`src/rtl/cpu_wrapper_v3_pkg.sv`:
```
// Shared ISA constants, decoded-op kinds and inter-stage bundles
// for the 8-bit five-stage cpu_wrapper_v3 core.
package cpu_wrapper_v3_pkg;

  localparam logic [3:0] OP_NOP = 4'h0;
  localparam logic [3:0] OP_MOV = 4'h1;
  localparam logic [3:0] OP_ADD = 4'h2;
  localparam logic [3:0] OP_SUB = 4'h3;
  localparam logic [3:0] OP_AND = 4'h4;
  localparam logic [3:0] OP_OR  = 4'h5;
  localparam logic [3:0] OP_IO  = 4'h7;
  localparam logic [3:0] OP_MEM = 4'hC;

  localparam logic [1:0] IO_OUT  = 2'b10;
  localparam logic [1:0] IO_IN   = 2'b11;
  localparam logic [1:0] MEM_LDM = 2'b00;
  localparam logic [1:0] MEM_LDD = 2'b01;
  localparam logic [1:0] MEM_STD = 2'b10;

  localparam logic [7:0] NOP_INSTR = 8'h00;
  localparam logic [7:0] SP_RESET  = 8'hFF;

  typedef enum logic [3:0] {
    K_NOP, K_MOV, K_ADD, K_SUB, K_AND, K_OR,
    K_OUT, K_IN, K_LDM, K_LDD, K_STD
  } kind_e;

  typedef struct packed {
    logic [7:0] instr;
    logic [7:0] imm;
  } if_id_t;

  typedef struct packed {
    kind_e      kind;
    logic [1:0] ra;
    logic [1:0] rb;
    logic [7:0] a;
    logic [7:0] b;
    logic [7:0] imm;
  } id_ex_t;

  typedef struct packed {
    kind_e      kind;
    logic [1:0] rd;
    logic [7:0] res;
    logic [7:0] addr;
  } ex_mem_t;

  typedef struct packed {
    logic       wen;
    logic [1:0] rd;
    logic [7:0] res;
  } mem_wb_t;

  function automatic kind_e decode(input logic [7:0] i);
    kind_e k;
    k = K_NOP;
    unique case (1'b1)
      i[7:4] == OP_MOV: k = K_MOV;
      i[7:4] == OP_ADD: k = K_ADD;
      i[7:4] == OP_SUB: k = K_SUB;
      i[7:4] == OP_AND: k = K_AND;
      i[7:4] == OP_OR:  k = K_OR;
      i[7:4] == OP_IO && i[3:2] == IO_OUT:
        k = K_OUT;
      i[7:4] == OP_IO && i[3:2] == IO_IN:
        k = K_IN;
      i[7:4] == OP_MEM && i[3:2] == MEM_LDM:
        k = K_LDM;
      i[7:4] == OP_MEM && i[3:2] == MEM_LDD:
        k = K_LDD;
      i[7:4] == OP_MEM && i[3:2] == MEM_STD:
        k = K_STD;
      default: k = K_NOP;
    endcase
    return k;
  endfunction

  function automatic logic writes_reg(input kind_e k);
    return k inside {K_MOV, K_ADD, K_SUB, K_AND,
                     K_OR, K_IN, K_LDM, K_LDD};
  endfunction

  function automatic logic uses_ra(input kind_e k);
    return k inside {K_ADD, K_SUB, K_AND, K_OR};
  endfunction

  function automatic logic uses_rb(input kind_e k);
    return k inside {K_MOV, K_ADD, K_SUB, K_AND,
                     K_OR, K_OUT, K_STD};
  endfunction

  // Results produced only in MEM; a direct consumer must wait.
  function automatic logic is_load(input kind_e k);
    return k inside {K_LDD, K_IN};
  endfunction

  function automatic logic [1:0] dest_reg(
    input kind_e      k,
    input logic [1:0] ra,
    input logic [1:0] rb
  );
    return (k inside {K_IN, K_LDM, K_LDD}) ? rb : ra;
  endfunction

endpackage

```
`src/rtl/cpu_wrapper_v3_register_file.sv`:
```
// Four 8-bit registers, two read ports, one write port;
// a same-cycle write is visible on the read ports.
module cpu_wrapper_v3_register_file
  import cpu_wrapper_v3_pkg::*;
(
  input  logic       clk,
  input  logic       rstn,
  input  logic [1:0] ra_addr,
  input  logic [1:0] rb_addr,
  output logic [7:0] ra_data,
  output logic [7:0] rb_data,
  input  logic       we,
  input  logic [1:0] wa,
  input  logic [7:0] wd
);

  logic [7:0] regs [0:3];

  always_ff @(posedge clk) begin
    if (!rstn) begin
      for (int i = 0; i < 3; i++) begin
        regs[i] <= '0;
      end
      regs[3] <= SP_RESET;
    end else if (we) begin
      regs[wa] <= wd;
    end
  end

  assign ra_data = (we && wa == ra_addr)
                 ? wd : regs[ra_addr];
  assign rb_data = (we && wa == rb_addr)
                 ? wd : regs[rb_addr];

endmodule

```
`src/rtl/cpu_wrapper_v3.sv`:
```
// Five-stage IF/ID/EX/MEM/WB 8-bit core with unified
// 256-byte code/data memory, forwarding and load-use stall.
module cpu_wrapper_v3
  import cpu_wrapper_v3_pkg::*;
(
  input  logic       clk,
  input  logic       rstn,
  input  logic [7:0] I_Port,
  input  logic       int_sig,
  output logic [7:0] O_Port
);

  if_id_t  if_id;
  id_ex_t  id_ex;
  id_ex_t  id_ex_d;
  ex_mem_t ex_mem;
  ex_mem_t ex_mem_d;
  mem_wb_t mem_wb;
  mem_wb_t mem_wb_d;

  logic [7:0] pc;
  logic [7:0] vec;
  logic [7:0] step;
  logic [7:0] fetch_b0;
  logic [7:0] fetch_b1;
  logic [7:0] ld_data;
  logic       st_we;
  logic [7:0] rf_a;
  logic [7:0] rf_b;
  logic [7:0] fa;
  logic [7:0] fb;
  logic       ex_wen;
  logic       stall;
  logic [7:0] id_instr;
  kind_e      id_kind;
  logic       unused_int;

  assign unused_int = int_sig;

  if (1'b1) begin : mem_inst
    logic [7:0] mem [0:255];

    always_ff @(posedge clk) begin
      if (rstn && st_we) begin
        mem[ex_mem.addr] <= ex_mem.res;
      end
    end

    assign fetch_b0 = mem[pc];
    assign fetch_b1 = mem[pc + 8'd1];
    assign ld_data  = mem[ex_mem.addr];
    assign vec      = mem[8'h00];
  end

  assign step = (fetch_b0[7:4] == OP_MEM)
              ? 8'd2 : 8'd1;

  if (1'b1) begin : PC
    logic [7:0] pc_current;

    always_ff @(posedge clk) begin
      if (!rstn) begin
        pc_current <= vec;
      end else if (!stall) begin
        pc_current <= pc_current + step;
      end
    end

    assign pc = pc_current;
  end

  assign id_instr = if_id.instr;
  assign id_kind  = decode(id_instr);

  cpu_wrapper_v3_register_file regfile_inst (
    .clk     (clk),
    .rstn    (rstn),
    .ra_addr (id_instr[3:2]),
    .rb_addr (id_instr[1:0]),
    .ra_data (rf_a),
    .rb_data (rf_b),
    .we      (mem_wb.wen),
    .wa      (mem_wb.rd),
    .wd      (mem_wb.res)
  );

  // LDD/IN dest is rb; hold ID one cycle for a real use of it.
  assign stall = is_load(id_ex.kind) &&
    ((uses_ra(id_kind) && id_instr[3:2] == id_ex.rb) ||
     (uses_rb(id_kind) && id_instr[1:0] == id_ex.rb));

  always_comb begin
    id_ex_d = '0;
    if (!stall) begin
      id_ex_d.kind = id_kind;
      id_ex_d.ra   = id_instr[3:2];
      id_ex_d.rb   = id_instr[1:0];
      id_ex_d.a    = rf_a;
      id_ex_d.b    = rf_b;
      id_ex_d.imm  = if_id.imm;
    end
  end

  assign ex_wen = writes_reg(ex_mem.kind);

  // EX/MEM checked last so the younger result wins.
  always_comb begin
    fa = id_ex.a;
    fb = id_ex.b;
    if (mem_wb.wen && mem_wb.rd == id_ex.ra) fa = mem_wb.res;
    if (mem_wb.wen && mem_wb.rd == id_ex.rb) fb = mem_wb.res;
    if (ex_wen && ex_mem.rd == id_ex.ra) fa = ex_mem.res;
    if (ex_wen && ex_mem.rd == id_ex.rb) fb = ex_mem.res;
  end

  always_comb begin
    ex_mem_d      = '0;
    ex_mem_d.kind = id_ex.kind;
    ex_mem_d.rd   = dest_reg(id_ex.kind, id_ex.ra, id_ex.rb);
    ex_mem_d.addr = id_ex.imm;
    case (id_ex.kind)
      K_MOV:        ex_mem_d.res = fb;
      K_ADD:        ex_mem_d.res = fa + fb;
      K_SUB:        ex_mem_d.res = fa - fb;
      K_AND:        ex_mem_d.res = fa & fb;
      K_OR:         ex_mem_d.res = fa | fb;
      K_OUT, K_STD: ex_mem_d.res = fb;
      K_LDM:        ex_mem_d.res = id_ex.imm;
      default:      ex_mem_d.res = '0;
    endcase
  end

  assign st_we = (ex_mem.kind == K_STD);

  always_comb begin
    mem_wb_d     = '0;
    mem_wb_d.wen = ex_wen;
    mem_wb_d.rd  = ex_mem.rd;
    unique case (1'b1)
      ex_mem.kind == K_LDD: mem_wb_d.res = ld_data;
      ex_mem.kind == K_IN:  mem_wb_d.res = I_Port;
      default:              mem_wb_d.res = ex_mem.res;
    endcase
  end

  always_ff @(posedge clk) begin
    if (!rstn) begin
      if_id  <= '{instr: NOP_INSTR, imm: 8'h00};
      id_ex  <= '0;
      ex_mem <= '0;
      mem_wb <= '0;
      O_Port <= '0;
    end else begin
      if (!stall) begin
        if_id <= '{instr: fetch_b0, imm: fetch_b1};
      end
      id_ex  <= id_ex_d;
      ex_mem <= ex_mem_d;
      mem_wb <= mem_wb_d;
      if (ex_mem.kind == K_OUT) begin
        O_Port <= ex_mem.res;
      end
    end
  end

endmodule

```
`config.mk`:
```
export PLATFORM = sky130hd
export DESIGN_NAME = cpu_wrapper_v3
export DESIGN_NICKNAME = d
export VERILOG_FILES = /design/src/rtl/cpu_wrapper_v3_pkg.sv /design/src/rtl/cpu_wrapper_v3_register_file.sv /design/src/rtl/cpu_wrapper_v3.sv
export SDC_FILE = /design/constraint.sdc
export NUM_CORES = 2
export LEC_CHECK = 0
export CAP_MARGIN = 10
export CELL_PAD_IN_SITES_DETAIL_PLACEMENT = 1
export CELL_PAD_IN_SITES_GLOBAL_PLACEMENT = 1
export CORE_MARGIN = 3
export CORE_UTILIZATION = 57
export CTS_CLUSTER_SIZE = 24
export DETAILED_ROUTE_END_ITERATION = 12
export GPL_TIMING_DRIVEN = 1
export PLACE_DENSITY_LB_ADDON = 0.1
export SYNTH_ARGS = -nofsm -noshare
export SYNTH_HDL_FRONTEND = slang
export SYNTH_SLANG_ARGS = --single-unit
```
`constraint.sdc`:
```
create_clock -name clk -period 7.5 [get_ports clk]
set_input_delay 1.875 -clock clk [delete_from_list [all_inputs] [get_ports clk]]
set_output_delay 1.875 -clock clk [all_outputs]
set_load 0.05 [all_outputs]
```
==> flow_summary_export.csv <==
group,metric,value,unit
final_layout,post-route-util,63.0,%
critical_path,cp-end-kind,"register",
yosys,ys.flop_type,"edfxtp_1",
final_layout,drive_above_1_share,37.9,%
global_routing,top_usage_layer,"met2",
detailed_routing,drt_iter0_drc,13800,
clock_network,htreeDepth,4,
power_and_ir_drop,power.density,313,nW/um^2
timing,timing.fmax,151,MHz
power_and_ir_drop,leakagePower,0.0350,uW
detailed_routing,wire_per_inst,49.0,um
timing,fin_tns_setup,0,ns
timing,slew_headroom,-3.59,%
floorplanning,fp.dieH,462,um
yosys,synth_area_leader_cell,"edfxtp_1",
clock_network,clk_root_buffer_cell,"clkbuf_16",
detailed_routing,vias,77600,
clock_network,clock_sinks,2185,
yosys,synth-async-reset-ratio,0,%
placement,numPortBuffers,17,
yosys,synth_edf_count,2088,
detailed_routing,ant_nets,0,
clock_network,cts_hold_buf,0,
outcome,failed_checks,"max-capacitance violations, max-slew violations",
final_layout,register_area,64700,sq um
floorplanning,initial_core_util,57.6,%
timing,worst_pin_slew,1.55,ns
timing,fin_ws,0.870,ns
timing,period_share,88.4,%
timing,rsz0062_at_grt,"false",
critical_path,worst_path_max_delay_cell,"nor3_1",
critical_path,cp_common_cell,"a21oi_1",
yosys,yosysMostFrequentCell,"edfxtp_1",
clock_network,numCtsBuffers,232,
critical_path,startpoint_type,"register",
power_and_ir_drop,irDropWorstVdd,0.348,mV
yosys,synth_commonest_cells,"edfxtp_1, mux4_2, nor2_1",
outcome,status,"finished with violations",
yosys,syn_area,118000,sq um
yosys,ys_top_cells_by_area,"edfxtp_1, mux4_2, mux2i_1",
critical_path,worst_path_largest_cell_delay,1.06,ns
clock_network,cts_setup_buffers,0,
detailed_routing,drt-pass1-iter-count,9,
yosys,synth_cells,6355,
clock_network,clkTransAtPathRegs,0.07,ns
yosys,avgSynthCellArea,18.6,sq um
final_layout,layout.nets,6346,
floorplanning,coreArea,206000,sq um
yosys,ys_ff_latch,2185,
final_layout,syn2layout_area_growth,9.35,%
timing,slew_viol_final,83,
timing,hold_viol_final,0,
placement,dp_worst_setup_slack,1.53,ns
flow_run,max_cap_violations,2,
critical_path,worst_ep_arrival_time,7.39,ns
floorplanning,dieArea,213000,sq um
global_routing,grt_pass1_wl,628,mm
timing,min_period,6.63,ns
global_routing,grt_usage,43.0,%
global_routing,overflow,0,
floorplanning,rows,166,
global_routing,antenna_found_initial,48,
final_layout,final.fill_count,16900,
clock_network,clock_latency,0.89,ns
clock_network,clock_path_buffers,3,
global_routing,grt_util_met1,54.8,%
timing,fin_skew,0.0430,ns
global_routing,grt_pass1_vias,77100,
yosys,synth_top_area_share,52.9,%
clock_network,cts_tree,"done",
timing,setup-violations-final,0,
global_routing,use_met3,18.8,%
critical_path,worstPathCellList,"buf_12, mux2i_1, o221ai_1, a21oi_1, nor3_1, buf_4, nor3_1, nor4_1, nor2_2, and3_1, ha_1, a21oi_1, nor2b_1, and3_1, nand3_1, xor2_1, a21oi_1, mux2_2",
placement,dp_hpwl,292,mm
clock_network,cts_resized,0,
critical_path,critPathMaxFanout,71,
yosys,synth_cell_types,72,
detailed_routing,drt_wl_total,453,mm
yosys,yosys_warnings,0,
global_routing,grt_max_degree,241,
floorplanning,io_pins,19,
detailed_routing,route.detailed.drc,0,
global_routing,use_met2,61.1,%
yosys,yosysSeqAreaShare,54.6,%
placement,globalplace.congestion,1.01,
final_layout,multi_input_area,50800,sq um
min_path,hold_class,"register to register",
yosys,syn-num-nets,6380,
floorplanning,fp.dieW,462,um
timing,holdWs,0.473,ns
critical_path,worstPathRequired,8.26,ns
detailed_routing,vias_per_cell,8.40,
critical_path,worstSetupPathType,"register to register",
## layout make-up
type | count | share of cell area, %
Clock inverter | 143 | 0.989
Antenna cell | 34 | 0.0657
Clock buffer | 287 | 4.78
Timing Repair Buffer | 325 | 2.32
Multi-Input combinational cell | 3556 | 39.2
Inverter | 21 | 0.0618
Sequential cell | 2185 | 50.0
Tap cell | 2688 | 2.60
## state kept, by name, indices dropped and copies added, names as in the netlist, named ones only
| signal | flops |
|---|---|
| O_Port | 8 |
| id_ex | 20 |
| regfile_inst.regs | 32 |
| mem_wb | 11 |
| mem_inst.mem | 2048 |
| id_instr | 8 |
| if_id | 8 |
| ex_mem | 22 |
| ex_mem_d | 12 |
| PC.pc_current | 8 |
## worst paths after layout
check	slack, ns	cells after the start	startpoint	end
worst max register to register	0.87	18	register	register
worst min-delay path	0.47	2	O_Port[2]	O_Port[2]
worst max-delay path	0.87	18	register	register
worst min register to register	0.47	2	O_Port[2]	O_Port[2]
## routing by layer
layer | wire (um) | part of all wire (%)
met5 | 469 | 0.10
met4 | 33100 | 7.3
met3 | 72000 | 16
met2 | 199000 | 44
met1 | 148000 | 33
## cells in the final DEF (no fill, tap or decap), types with 18 or more instances in the layout
cell          n
nor2b_1      25
mux2_2       26
nor3_1       87
o21ai_0      19
a221oi_1     18
xnor2_1      20
a22o_1       26
and2_1       57
mux2i_1     209
bufinv_16    22
a21oi_1     142
clkbuf_16   238
buf_12       41
nand2_1     227
buf_4       259
o221ai_1     56
dfxtp_1      80
clkinv_1     65
edfxtp_1   2088
a22oi_1     214
nand3_1      65
mux4_2     1730
and3_1       22
clkbuf_1     43
nor2_1      305
o22ai_1      45
clkinv_2     44
diode_2      34
a211oi_1     38
## through the flow
step | cell area, sq um | total power, uW | std cells
floorplan | 118000 | 23500 | 6355
global placement | 122000 | 28400 | 8763
detailed placement | 122000 | 28600 | 8764
CTS | 129000 | 40000 | 9194
global route | 129000 | 41300 | 9209
finish | 130000 | 40600 | 9239
## report_power, final
| group | switching (uW) | internal (uW) | total, uW |
|---|---|---|---|
| clock | 5030 | 6570 | 11600 |
| combinational | 9250 | 5920 | 15200 |
| sequential | 395 | 13400 | 13800 |
| total | 14700 | 25900 | 40600 |
## cell families (layout without fill, tap and decap cells)
family | Yosys count | in the layout | share of synthesized area (%)
xor+xnor | 41 | 41 | 0.303
other cells | 0 | 34 | 0
fa+ha+maj | 14 | 14 | 0.161
compound gates | 636 | 636 | 3.81
simple gates | 898 | 898 | 3.45
mux | 1967 | 1967 | 35.0
buf+inv | 614 | 776 | 2.74
flops | 2185 | 2185 | 54.6
## critical path, delay by kind of cell, from the launching register on
family	cells	cell delay, ns
and+or+nand+nor	8	3.02
DFF	1	1.02
buffers and inverters	2	0.71
AOI/OAI and AO/OA	4	0.59
muxes	2	0.52
adders and majority gates	1	0.29
xor gates and xnor gates	1	0.16
(Power assumes the default switching activity.)
